### config.mk
export PLATFORM = sky130hd
export DESIGN_NAME = hazard_unit
export DESIGN_NICKNAME = d
export VERILOG_FILES = /design/src/rtl/cpu_pkg.sv /design/src/rtl/hazard_unit.sv
export SDC_FILE = /design/constraint.sdc
export NUM_CORES = 1
export LEC_CHECK = 0
export ABC_AREA = 0
export ABC_CLOCK_PERIOD_IN_PS = 3600
export CAP_MARGIN = 20
export CORE_ASPECT_RATIO = 2
export CORE_MARGIN = 2
export CORE_UTILIZATION = 28
export CTS_CLUSTER_DIAMETER = 50
export DETAILED_ROUTE_END_ITERATION = 12
export GPL_TIMING_DRIVEN = 1
export PLACE_DENSITY_LB_ADDON = 0.12
export SKIP_CTS_REPAIR_TIMING = 1
export SYNTH_ARGS = -nofsm -noshare
export SYNTH_HDL_FRONTEND = slang
export SYNTH_SLANG_ARGS = --single-unit
### constraint.sdc
create_clock -name clk -period 3.6 [get_ports clk]
set_input_delay 1.08 -clock clk [delete_from_list [all_inputs] [get_ports clk]]
set_output_delay 1.08 -clock clk [all_outputs]
set_load 0.01 [all_outputs]
### src/rtl/cpu_pkg.sv
// cpu_pkg -- definitions shared across the CPU pipeline blocks.
//   hz_state_e : hazard unit FSM states
//   NOP_INSTR  : instruction word used for pipeline bubbles (addi x0,x0,0)
package cpu_pkg;

  typedef enum logic [1:0] {
    RUN        = 2'd0,
    LOAD_STALL = 2'd1,
    SQUASH     = 2'd2
  } hz_state_e;

  localparam logic [31:0] NOP_INSTR = 32'h00000013;

endpackage

### src/rtl/hazard_unit.sv
// hazard_unit -- pipeline hazard control for the 5-stage core.
//   Detects load-use hazards (two-bubble stall), applies branch redirects
//   with a configurable q1q2 squash tail, and freezes the pipe while the
//   data memory is busy.
// Parameters:
//   REDIRECT_SQUASH : extra q1q2 flush cycles after a redirect (1..3)
//   CNT_WIDTH       : width of the performance counters
// Ports:
//   clk, rst                       : clock, synchronous active-high reset
//   rs1_q2_ip/rs2_q2_ip, uses_*    : decode-stage source operands
//   rd_q3_ip, mem_ren_q3_ip,
//   reg_wr_en_q3_ip                : execute-stage destination / kind
//   branch_taken_q4_ip             : q4 redirects the PC
//   mem_busy_ip                    : data memory stall
//   *_wren_op, *_flush_op          : PC / pipeline register control
//   pc_redirect_op                 : PC takes the redirect target
//   stall_cycles_op, flush_count_op: performance counters
// Build option:
//   HAZARD_UNIT_PERF_EN : implement the saturating performance counters;
//                         when undefined the counter ports read as zero.
module hazard_unit
  import cpu_pkg::*;
#(
  parameter int REDIRECT_SQUASH = 1,
  parameter int CNT_WIDTH       = 32
) (
  input  logic                 clk,
  input  logic                 rst,
  input  logic [4:0]           rs1_q2_ip,
  input  logic [4:0]           rs2_q2_ip,
  input  logic                 uses_rs1_q2_ip,
  input  logic                 uses_rs2_q2_ip,
  input  logic [4:0]           rd_q3_ip,
  input  logic                 mem_ren_q3_ip,
  input  logic                 reg_wr_en_q3_ip,
  input  logic                 branch_taken_q4_ip,
  input  logic                 mem_busy_ip,
  output logic                 pc_wren_op,
  output logic                 q1q2_wren_op,
  output logic                 q2q3_wren_op,
  output logic                 q3q4_wren_op,
  output logic                 q4q5_wren_op,
  output logic                 q1q2_flush_op,
  output logic                 q2q3_flush_op,
  output logic                 q3q4_flush_op,
  output logic                 q4q5_flush_op,
  output logic                 pc_redirect_op,
  output logic [CNT_WIDTH-1:0] stall_cycles_op,
  output logic [CNT_WIDTH-1:0] flush_count_op
);

  localparam int SQW = $clog2(REDIRECT_SQUASH + 1);

  hz_state_e      state_q, state_d;
  logic [SQW-1:0] sq_cnt_q, sq_cnt_d;
  logic           load_use;
  logic           br_accept;

  assign load_use = mem_ren_q3_ip & reg_wr_en_q3_ip & (rd_q3_ip != 5'd0) &
                    ((uses_rs1_q2_ip & (rs1_q2_ip == rd_q3_ip)) |
                     (uses_rs2_q2_ip & (rs2_q2_ip == rd_q3_ip)));

  // A branch held in q4 while memory is busy is only acted on once busy drops.
  assign br_accept = ~rst & ~mem_busy_ip & branch_taken_q4_ip;

  always_ff @(posedge clk) begin
    if (rst) begin
      state_q  <= RUN;
      sq_cnt_q <= '0;
    end else begin
      state_q  <= state_d;
      sq_cnt_q <= sq_cnt_d;
    end
  end

  always_comb begin
    state_d        = state_q;
    sq_cnt_d       = sq_cnt_q;
    pc_wren_op     = 1'b1;
    q1q2_wren_op   = 1'b1;
    q2q3_wren_op   = 1'b1;
    q3q4_wren_op   = 1'b1;
    q4q5_wren_op   = 1'b1;
    q1q2_flush_op  = 1'b0;
    q2q3_flush_op  = 1'b0;
    q3q4_flush_op  = 1'b0;
    q4q5_flush_op  = 1'b0;
    pc_redirect_op = 1'b0;
    if (rst) begin
      // Load bubbles everywhere so the pipe comes out of reset clean.
      q1q2_flush_op = 1'b1;
      q2q3_flush_op = 1'b1;
      q3q4_flush_op = 1'b1;
      q4q5_flush_op = 1'b1;
    end else if (mem_busy_ip) begin
      // Freeze everything; q4q5 gets a bubble since q4 cannot retire.
      pc_wren_op    = 1'b0;
      q1q2_wren_op  = 1'b0;
      q2q3_wren_op  = 1'b0;
      q3q4_wren_op  = 1'b0;
      q4q5_wren_op  = 1'b0;
      q4q5_flush_op = 1'b1;
    end else if (branch_taken_q4_ip) begin
      pc_redirect_op = 1'b1;
      q1q2_flush_op  = 1'b1;
      q2q3_flush_op  = 1'b1;
      q3q4_flush_op  = 1'b1;
      state_d        = SQUASH;
      sq_cnt_d       = SQW'(REDIRECT_SQUASH);
    end else begin
      unique case (state_q)
        SQUASH: begin
          // Covers instruction memory latency after the redirect.
          q1q2_flush_op = 1'b1;
          sq_cnt_d      = sq_cnt_q - 1'b1;
          if (sq_cnt_q <= SQW'(1)) state_d = RUN;
        end
        LOAD_STALL: begin
          pc_wren_op    = 1'b0;
          q1q2_wren_op  = 1'b0;
          q2q3_flush_op = 1'b1;
          state_d       = RUN;
        end
        default: begin
          if (load_use) begin
            pc_wren_op    = 1'b0;
            q1q2_wren_op  = 1'b0;
            q2q3_flush_op = 1'b1;
            state_d       = LOAD_STALL;
          end
        end
      endcase
    end
  end

`ifdef HAZARD_UNIT_PERF_EN
  logic [CNT_WIDTH-1:0] stall_q, flush_q;

  always_ff @(posedge clk) begin
    if (rst) begin
      stall_q <= '0;
      flush_q <= '0;
    end else begin
      if (!pc_wren_op && (stall_q != '1)) stall_q <= stall_q + 1'b1;
      if (br_accept && (flush_q != '1))   flush_q <= flush_q + 1'b1;
    end
  end

  // Counters read zero for the whole reset window, not just after the edge.
  assign stall_cycles_op = rst ? '0 : stall_q;
  assign flush_count_op  = rst ? '0 : flush_q;
`else
  logic unused_br;
  assign unused_br       = br_accept;
  assign stall_cycles_op = '0;
  assign flush_count_op  = '0;
`endif

endmodule

[Yosys cells after proc, flatten, opt, wreduce, memory -nomap -nowiden]
Cells that the tools add are included.
Word-level totals
  bits in registers: 3
  input bits: 23
  output and inout port bits: 74
  logic and storage cells: 49
Cells by class
  add/subtract/negate cells: 1
  magnitude comparators: 1
  eq/ne operators: 5
  muxes and demuxes: 28
  bitwise logic cells: 7
  reductions and logical operators: 5
Operators by type and width (count)
  $mux 1: 22
  $eq 5x5->1: 2
  $mux 2: 3
  $and 1x1->1: 5
  $reduce_bool 5->1: 1
  $pmux 1 s2: 2
  $pmux 2 s2: 1
  $reduce_bool 4->1: 1
  $ne 3x3->1 const B: 1
  $reduce_and 3->1: 1
  $eq 2x1->1 const B: 1
  $eq 2x2->1 const B: 1
  $reduce_and 2->1: 1
  $reduce_bool 2->1: 1
  $le 1x1->1 const B: 1
  $not 1->1: 1
  $or 1x1->1: 1
  $sub 1x1->1 const B: 1

[Depth between registers and ports, before layout]
  depth in word-level cells: 9
  depth in mapped cells: 6
  depth with buffers taken out: 6

[Least setup slack after synthesis]
No wires, ideal clock.
  path kind: input to output
  from: input rd_q3_ip[0]
  to: output q1q2_wren_op
  data arrival time: 2.319 ns
  data required time: 2.520 ns
  slack: 0.201 ns
  cell stages on the path: 5
  buffers on the path: 1
  cell sequence: or4_1 -> o211ai_2 -> nor4b_1 -> a21oi_1 -> buf_4
Between the ends
  longest elaborated chain between the ends: 9
  elaborated cells on any way between the ends: 13
RTL lines
  start, declared: line hazard_unit.sv:33  | input logic [4:0] rd_q3_ip,
  $eq 5x5->1 (on tied branches): line hazard_unit.sv:60, hazard_unit.sv:61
  $and 1x1->1 (on tied branches): line hazard_unit.sv:60, hazard_unit.sv:61
  $or 1x1->1: line hazard_unit.sv:60  | ((uses_rs1_q2_ip & (rs1_q2_ip == rd_q3_ip)) |
  $and 1x1->1 (*): line hazard_unit.sv:59  | assign load_use = mem_ren_q3_ip & reg_wr_en_q3_ip & (rd_q3_ip != 5'd0) &
  $mux 1 (*)
  $pmux 1 s2 (*)
  $mux 1 (*) (3 in series)
  end, declared: line hazard_unit.sv:39  | output logic q1q2_wren_op,
Every way passes the cells marked *; elsewhere a longest branch is shown, timed or not.

[Worst setup path in the final report]
  from: input mem_busy_ip
  to: output q4q5_flush_op
Between the ends
  longest elaborated chain between the ends: 2
RTL lines
  start, declared: line hazard_unit.sv:37  | input logic mem_busy_ip,
  $mux 1: line hazard_unit.sv:95  | end else if (mem_busy_ip) begin
  $mux 1: line hazard_unit.sv:89  | if (rst) begin
  end, declared: line hazard_unit.sv:46  | output logic q4q5_flush_op,
No other way between the ends.

==> results <==
logic make-up after synthesis:
| group | count (synthesis) | share of synthesized area, % |
|---|---|---|
| AOI/OAI and AO/OA | 12 | 10.5 |
| xor gates and xnor gates | 10 | 10.0 |
| adders and majority gates | 2 | 2.87 |
| buffers and inverters | 71 | 60.4 |
| DFF | 2 | 4.59 |
| other | 1 | 0.430 |
| and+or+nand+nor | 17 | 11.2 |
per-layer routing:
metal,GRT usage [%],vias up,share of wire [%]
met2,18.5,58,60
met5,0,-,0
met4,4.13,0,0.95
met1,6.17,277,27
met3,3.26,2,12
li1,-,326,-
power breakdown:
part | internal [mW] | total (mW) | switching [mW]
logic | 0.0553 | 0.119 | 0.0634
clock network | 0.0708 | 0.0899 | 0.0191
registers | 0.0232 | 0.0238 | 0.000598
worst min-delay path, delay by kind of cell, from the launching register on:
kind,cells,cell delay [ns]
AOI/OAI and AO/OA,1,0.05
and+or+nand+nor,1,0.06
DFF,1,0.31
final timing paths:
path	start	end	slack [ns]
hold / removal	state_q[0]	state_q[0]	0.47
setup / recovery	mem_busy_ip	q4q5_flush_op	0.09
hold reg to reg	state_q[0]	state_q[0]	0.47
setup reg to reg	state_q[0]	state_q[1]	2.06
layout by cell type, fill, tap and decap left out, types with 3 or more instances in the layout:
| cell type | synthesis | layout |
|---|---|---|
| a21oi_1 | 3 | 3 |
| buf_4 | 67 | 10 |
| clkbuf_8 | 0 | 3 |
| clkdlybuf4s50_1 | 0 | 19 |
| conb_1 | 1 | 64 |
| dlymetal6s2s_1 | 0 | 10 |
| nand2_1 | 3 | 3 |
| nand2b_1 | 3 | 3 |
| xnor2_1 | 10 | 8 |
cell type report:
cell class,count,area [um^2]
clock buffer,3,41.3
fill,335,1850
inverter,2,7.51
multi-input combinational,105,573
sequential,2,40.0
tap,30,37.5
timing repair buffer,44,428
through the flow:
stage	worst slack, ns	cells	instance area [um^2]
final	0.0859	186	1130
after global placement	-0.527	184	1040
after global routing	0.0185	186	1130
after CTS	-0.581	187	1090
after floorplan	0.201	178	1110
after detailed placement	-0.580	184	1040
==> out/qor.txt <==
Outcome = complete, no violations
R2R cell count = 7
HPWL Detailed = 1640 um
Avg Synthesized Cell Area = 7.58 um^2
Final Setup Violations = 0
CTS tree = built
Post-synthesis sequential area ratio = 4.59%
Cell Area, Synth = 872 um^2
Max Buffers Root-to-Sink = 2
Final hold vios = 0
Cell with the most instances after synthesis = buf_4
Number of global-route vias before repair = 592
GRT Util Overall = 8.94%
Synth Warn # = 0
Routed WL = 1780 um
Synth cell count leaders = 67 x buf_4, 10 x xnor2_1, 3 x a21oi_1, 3 x nand2_1, 3 x nand2b_1
Clock sinks = 2
Hold Path Class = reg2reg
Top cell type's share of synthesized area = 57.7%
VDD IR max = 0.000125 V
Num ports = 97
Min cycle time layout = 3.51 ns
WP data arrival = 2.43 ns
Unrepaired setup endpoints after global routing = no
Total CTS buffers = 3
Final nets = 183
Hold_ws = 0.470 ns
Crit path depth = 4
Slew Viols, Final = 0
Clock slew at reported path FFs = 0.03 ns
Skew final = 0.000139 ns
#FFs+latches synth = 2
DRT Pass-1 Iters = 4
Fmax = 285 MHz
Top_reg_cell synth = dfxtp_1
Mapped Cells = 115
Critical Path End Type = primary output
Root Driver = clkbuf_8
Sum of negative setup slack = 0 ns
Clock Latency Late Sink = 0.21 ns
Worst setup SP type = input port
Ant. Diodes = 0
CP peak stage delay = 0.47 ns
Hold Crit Depth = 2
Critical-path top delay cell = clkdlybuf4s50_1
Leak Pwr = 0.618 nW
DRC = 0
Vias/cell = 3.56
Crit path buf inv count = 3
Largest net degree at the start of global routing = 10
CP dominant cell by count = clkdlybuf4s50_1
Routed Antenna Nets = 0
Layout cells sized above 1 = 17.3%
DR vias = 663
Overall die height = 82.9 um
Worst Path Max Fanout = 8
Top reg by flops = state_q
Initial antenna violation count = 0
GRT overflow = 0
Critical Path RT = 2.52 ns
Die footprint = 3600 um^2
Htree depth = 1
DIE WIDTH = 43.5 um
Core area = 2980 um^2
Distinct cell type count after synthesis = 26
Crit-path cells = clkdlybuf4s50_1, buf_4, or2_2, clkdlybuf4s50_1
Max reg flops = 2
First-pass GRT wire length = 2420 um
Core Util, Final = 37.9%
Synth area leader = buf_4
Post-synth EDFFs = 0
WL/cell = 9.59 um
Top flop regs = state_q (2)
Final period util = 97.6%
Synth-to-Final Area Change = 29.3%
Top delay family on crit path = buffers and inverters
Number of max-cap violations = 0
Post-synth ARST share = 0%
Initial core utilization = 29.3%
Synth top area cells = buf_4 58%, xnor2_1 10%, dfxtp_1 4.6%
Rows = 28
1st-iter DRT viols = 4
Port bufs = 32
Crit Path Class = in2out
Pwr Total = 0.232 mW
Routability cong. = 0.723
Power Density = 206 nW/um^2
(Power assumes the default switching activity.)
==> RTL edit 1 (config.mk and constraints unchanged) <==
Put a register stage on the output `pc_redirect_op`, with the module's reset. The value now appears one clock later. The other outputs are not delayed to match.
--- a/src/rtl/hazard_unit.sv
+++ b/src/rtl/hazard_unit.sv
@@ -51,6 +51,8 @@
 
   localparam int SQW = $clog2(REDIRECT_SQUASH + 1);
 
+  logic pc_redirect_op_d;
+
   hz_state_e      state_q, state_d;
   logic [SQW-1:0] sq_cnt_q, sq_cnt_d;
   logic           load_use;
@@ -85,7 +87,7 @@
     q2q3_flush_op  = 1'b0;
     q3q4_flush_op  = 1'b0;
     q4q5_flush_op  = 1'b0;
-    pc_redirect_op = 1'b0;
+    pc_redirect_op_d = 1'b0;
     if (rst) begin
       // Load bubbles everywhere so the pipe comes out of reset clean.
       q1q2_flush_op = 1'b1;
@@ -101,7 +103,7 @@
       q4q5_wren_op  = 1'b0;
       q4q5_flush_op = 1'b1;
     end else if (branch_taken_q4_ip) begin
-      pc_redirect_op = 1'b1;
+      pc_redirect_op_d = 1'b1;
       q1q2_flush_op  = 1'b1;
       q2q3_flush_op  = 1'b1;
       q3q4_flush_op  = 1'b1;
@@ -156,5 +158,13 @@
   assign flush_count_op  = '0;
 `endif
 
+  always_ff @(posedge clk) begin
+    if (rst) begin
+      pc_redirect_op <= '0;
+    end else begin
+      pc_redirect_op <= pc_redirect_op_d;
+    end
+  end
+
 endmodule
 
Check against the original RTL: not equivalent (Yosys sat finds a counterexample within 4 cycles, from zero or initial values and one cycle with rst high).
==> RTL edit 1 against the original RTL <==
Sequential cell count rose by 1; area after synthesis rose by 2.3%; global-route usage fell by 0.29 points; fmax fell by 0.76%; routed wire length fell by 0.34%; clock power rose by 6.8%; final area rose by 1.8%; largest power group unchanged; synthesized cell count rose by 0.87%; setup slack got worse by 0.027 ns; total power rose by 7.6%; final cell count rose by 1.6%; largest cell class unchanged.
==> RTL edit 1: results (changes against the original RTL) <==
- Outcome: completed (unchanged).
- Cells taking the most area after synthesis: sky130_fd_sc_hd__buf_4, sky130_fd_sc_hd__xnor2_1, sky130_fd_sc_hd__dfxtp_1, sky130_fd_sc_hd__ha_1, sky130_fd_sc_hd__nand2b_1 (unchanged).
- The largest driver fanout on the critical path is 3 (was 8).
- The net count reported at finish is 184 (was 183).
- The adder and majority gate portion of the synthesized area is 0.0281 (was 0.0287).
- The combinational share of power came to 0.474 (was 0.511).
- The fraction of met3 tracks used by global routing came to 0.0173 (was 0.0326).
- The share of the yosys chip area belonging to registers is 0.0673 (was 0.0459).
- The first-pass GRT wire length was 2390 microns (was 2420 microns).
- The power attributed to sequential cells came to 0.0000356 W (was 0.0000238 W).
- The met1 layer wirelength in the final routing came to 480 microns (was 486 microns).
- The pin count of the biggest net entering global routing came to 10 (unchanged).
- The final weighted congestion of routability-driven global placement came to 0.780 (was 0.723).
- The final critical-path setup slack was 0.0591 ns (was 0.0859 ns).
- The violation count after the first detailed-routing iteration is 2 (was 4).
- The met1 routing resource usage after global routing is 0.0750 (was 0.0617).
- The final wirelength came to 1780 microns (about the same).
- The sum of met3 wire segment lengths after detailed routing is 205 microns (was 214 microns).
- The number of detailed-route iterations in the first pass is 2 (was 4).
- The area after detailed placement is 1050 sq um (was 1040 sq um).
- List of most frequent post-synthesis cells: sky130_fd_sc_hd__buf_4, sky130_fd_sc_hd__xnor2_1 (was sky130_fd_sc_hd__buf_4, sky130_fd_sc_hd__xnor2_1, sky130_fd_sc_hd__a21oi_1, sky130_fd_sc_hd__nand2_1, sky130_fd_sc_hd__nand2b_1).
- The count of cell types in the netlist is 26 (unchanged).
- The overall track demand over capacity in global routing is 0.0865 (was 0.0894).
- The met2 layer usage reported by global route is 0.170 (was 0.185).
- The mean instance size in the synthesized netlist is 7.69 sq um (was 7.58 sq um).
- The internal portion of total power is 0.000166 W (was 0.000149 W).
- Registers with the most flip-flops: state_q x2, pc_redirect_op x1 (was state_q x2).
- The via count is 683 (was 663).
- The filler cell count in the final layout is 354 (was 335).
- The growth of design area from synthesis to finish came to 28.6% (was 29.3%).
- The count of non-filler cells in the finished layout came to 189 (was 186).
- The setup slack after placement is -0.576 ns (was -0.580 ns).
- The half-perimeter wire length after detailed placement is 1640 microns (about the same).
- The detailed route wirelength on metal2 is 1080 microns (was 1070 microns).
- The static leakage is 0.603 nW (was 0.618 nW).
- The data arrival time at the worst-slack endpoint is 2.46 ns (was 2.43 ns).
- The fraction of layout cells with a size suffix above 1 is 0.152 (was 0.173).
- The xor and xnor area share after synthesis is 0.0982 (was 0.100).
- The compound-gate portion of the synthesized area came to 0.102 (was 0.105).
- The worst vdd rail ir drop came to 0.000113 V (was 0.000125 V).
- The warning count from the yosys run is 0 (unchanged).
[RTL edit 1: cell type report]
cell class | count | area share
Multi-Input combinational cell | 105 | 0.493
Timing Repair Buffer | 44 | 0.375
Sequential cell | 3 | 0.0523
Clock buffer | 4 | 0.0393
Tap cell | 31 | 0.0338
Inverter | 2 | 0.00654
[RTL edit 1: path summary, 6_finish.rpt]
| path | to | cells after the start | startpoint | slack, ns |
|---|---|---|---|---|
| worst max register to register | state_q[1]$_SDFFE_PP0P_ | 7 | state_q[0]$_SDFFE_PP0P_ | 2.07 |
| worst max-delay path | q2q3_flush_op | 6 | reg_wr_en_q3_ip | 0.06 |
| worst min register to register | state_q[0]$_SDFFE_PP0P_ | 2 | state_q[0]$_SDFFE_PP0P_ | 0.48 |
| worst min-delay path | state_q[0]$_SDFFE_PP0P_ | 2 | state_q[0]$_SDFFE_PP0P_ | 0.48 |
==> RTL edit 2 (same flow settings) <==
Without the edit above. Set the parameter `CNT_WIDTH` to 64 (it was 32).
--- a/src/rtl/hazard_unit.sv
+++ b/src/rtl/hazard_unit.sv
@@ -22,7 +22,7 @@
   import cpu_pkg::*;
 #(
   parameter int REDIRECT_SQUASH = 1,
-  parameter int CNT_WIDTH       = 32
+  parameter int CNT_WIDTH       = 64
 ) (
   input  logic                 clk,
   input  logic                 rst,
Ports: changed (resized flush_count_op and stall_cycles_op); port bits go from 97 to 161. The function was not compared with the original's and may differ.
==> RTL edit 2 against the original RTL <==
Via count grew 26%; routed wire length is 25% higher; final cell count rose by 49%; critical path type unchanged; setup slack worse by 0.035 ns; final area grew 24%; total power rose by 13%; sequential power is essentially flat; critical endpoint is now q2q3_flush_op; sequential cell count unchanged; non-clock buffer count up 3; synthesized cell count rose by 56%; area after synthesis increased by 55%; fmax shrank 0.98%; largest power group unchanged; count of clock-buffer cells in the layout stayed put.
==> RTL edit 2: results (changes against the original RTL) <==
- The total clock buffers created by CTS came to 3 (unchanged).
- The met2 layer usage reported by global route came to 0.130 (was 0.185).
- The met1 layer wirelength in the final routing is 522 microns (was 486 microns).
- The met1 routing resource usage after global routing is 0.0494 (was 0.0617).
- The share of the yosys chip area belonging to registers was 0.0296 (was 0.0459).
- The average detailed-routed wire length per instance is 8.04 microns (was 9.59 microns).
- The count of cell types in the netlist is 26 (unchanged).
- The detailed route wirelength on metal2 is 1330 microns (was 1070 microns).
- The violation count after the first detailed-routing iteration is 6 (was 4).
- The sum of met3 wire segment lengths after detailed routing is 373 microns (was 214 microns).
- The half-perimeter wire length after detailed placement is 2080 microns (was 1640 microns).
- The final worst clock skew is 0.000799 ns (was 0.000139 ns).
- The filler cell count in the final layout was 526 (was 335).
- The fraction of layout cells with a size suffix above 1 came to 0.130 (was 0.173).
- The delay of the slowest cell on the worst path came to 0.47 ns (about the same).
- The worst vdd rail ir drop is 0.000107 V (was 0.000125 V).
- The first-pass GRT wire length is 2400 microns (was 2420 microns).
- The final weighted congestion of routability-driven global placement is 0.759 (was 0.723).
- List of most frequent post-synthesis cells: sky130_fd_sc_hd__buf_4, sky130_fd_sc_hd__xnor2_1, sky130_fd_sc_hd__a21oi_1, sky130_fd_sc_hd__nand2_1, sky130_fd_sc_hd__nand2b_1 (unchanged).
- The via count was 835 (was 663).
- The slowest stage cell on the critical path is sky130_fd_sc_hd__clkdlybuf4s50_1 (unchanged).
- The largest driver fanout on the critical path is 2 (was 8).
- Outcome: completed (unchanged).
- The fraction of met3 tracks used by global routing came to 0.0278 (was 0.0326).
- The net switching fraction of the power was 0.430 (was 0.358).
- The number of H-tree levels is 1 (unchanged).
- The net count reported at finish is 250 (was 183).
- The commonest register cell after synthesis is sky130_fd_sc_hd__dfxtp_1 (unchanged).
- The static leakage is 0.821 nW (was 0.618 nW).
- The data arrival time at the worst-slack endpoint was 2.47 ns (was 2.43 ns).
- Cells taking the most area after synthesis: sky130_fd_sc_hd__buf_4, sky130_fd_sc_hd__xnor2_1, sky130_fd_sc_hd__dfxtp_1, sky130_fd_sc_hd__ha_1, sky130_fd_sc_hd__nand2b_1 (unchanged).
- The via count of the first global-routing pass is 568 (was 592).
- The overall track demand over capacity in global routing is 0.0633 (was 0.0894).
-- RTL edit 2: cell count changes after synthesis --
cell / unedited run / this run
sky130_fd_sc_hd__buf_4: 67 / 131
-- RTL edit 2: final timing paths --
| check | end | cells past startpoint | start | slack [ns] |
|---|---|---|---|---|
| worst max register to register | state_q[1]$_SDFFE_PP0P_ | 7 | state_q[0]$_SDFFE_PP0P_ | 2.08 |
| worst min register to register | state_q[0]$_SDFFE_PP0P_ | 2 | state_q[0]$_SDFFE_PP0P_ | 0.50 |
| worst min-delay path | state_q[0]$_SDFFE_PP0P_ | 2 | state_q[0]$_SDFFE_PP0P_ | 0.50 |
| worst max-delay path | q2q3_flush_op | 6 | reg_wr_en_q3_ip | 0.05 |
-- RTL edit 2: worst register-to-register path: stages (launching register included) --
cell	delay [ns]
sky130_fd_sc_hd__dfxtp_1	0.34
sky130_fd_sc_hd__inv_1	0.05
sky130_fd_sc_hd__ha_1	0.34
sky130_fd_sc_hd__nor2b_1	0.16
sky130_fd_sc_hd__o21ba_2	0.20
sky130_fd_sc_hd__buf_4	0.13
sky130_fd_sc_hd__a21oi_1	0.13
sky130_fd_sc_hd__a21oi_1	0.05
-- RTL edit 2: kinds of logic (layout without fill, tap and decap cells) --
kind of cell	Yosys count	in the layout	share of synthesized area
buffers and inverters	135	52	0.745
AND/OR/NAND/NOR	17	17	0.0722
AO/OA/AOI/OAI	12	12	0.0675
XOR/XNOR	10	10	0.0648
adder cells (fa/ha/maj)	2	2	0.0185
flip-flops	2	2	0.0296
other	1	128	0.00277
-- RTL edit 2: power groups by stage --
stage / Sequential (W) / Clock [W] / Combinational, W
global placement: 0.0000242 / 0 / 0.000150
detailed placement: 0.0000241 / 0 / 0.000150
CTS: 0.0000239 / 0.0000908 / 0.000150
finish: 0.0000238 / 0.0000885 / 0.000150
global route: 0.0000240 / 0.0000919 / 0.000167
floorplan: 0.0000240 / 0 / 0.000196
-- RTL edit 2: through the flow --
stage          cell area, sq um  worst slack [ns]  cells  TNS (ns)  power [W]
2_1_floorplan              1830             0.201    306         0   0.000220
3_3_place_gp               1330            -0.573    275     -1.70   0.000175
3_5_place_dp               1330            -0.563    275     -1.71   0.000174
4_1_cts                    1370            -0.577    278     -1.77   0.000265
5_1_grt                    1400           -0.0130    278   -0.0130   0.000283
6_report                   1400            0.0511    278         0   0.000263
-- RTL edit 2: area by class of cell --
cell class | count | area share
well taps | 55 | 0.0491
inverters | 2 | 0.00536
flip-flops and latches | 2 | 0.0286
multi-input cells | 169 | 0.573
repair buffers | 47 | 0.314
clock buffers | 3 | 0.0295
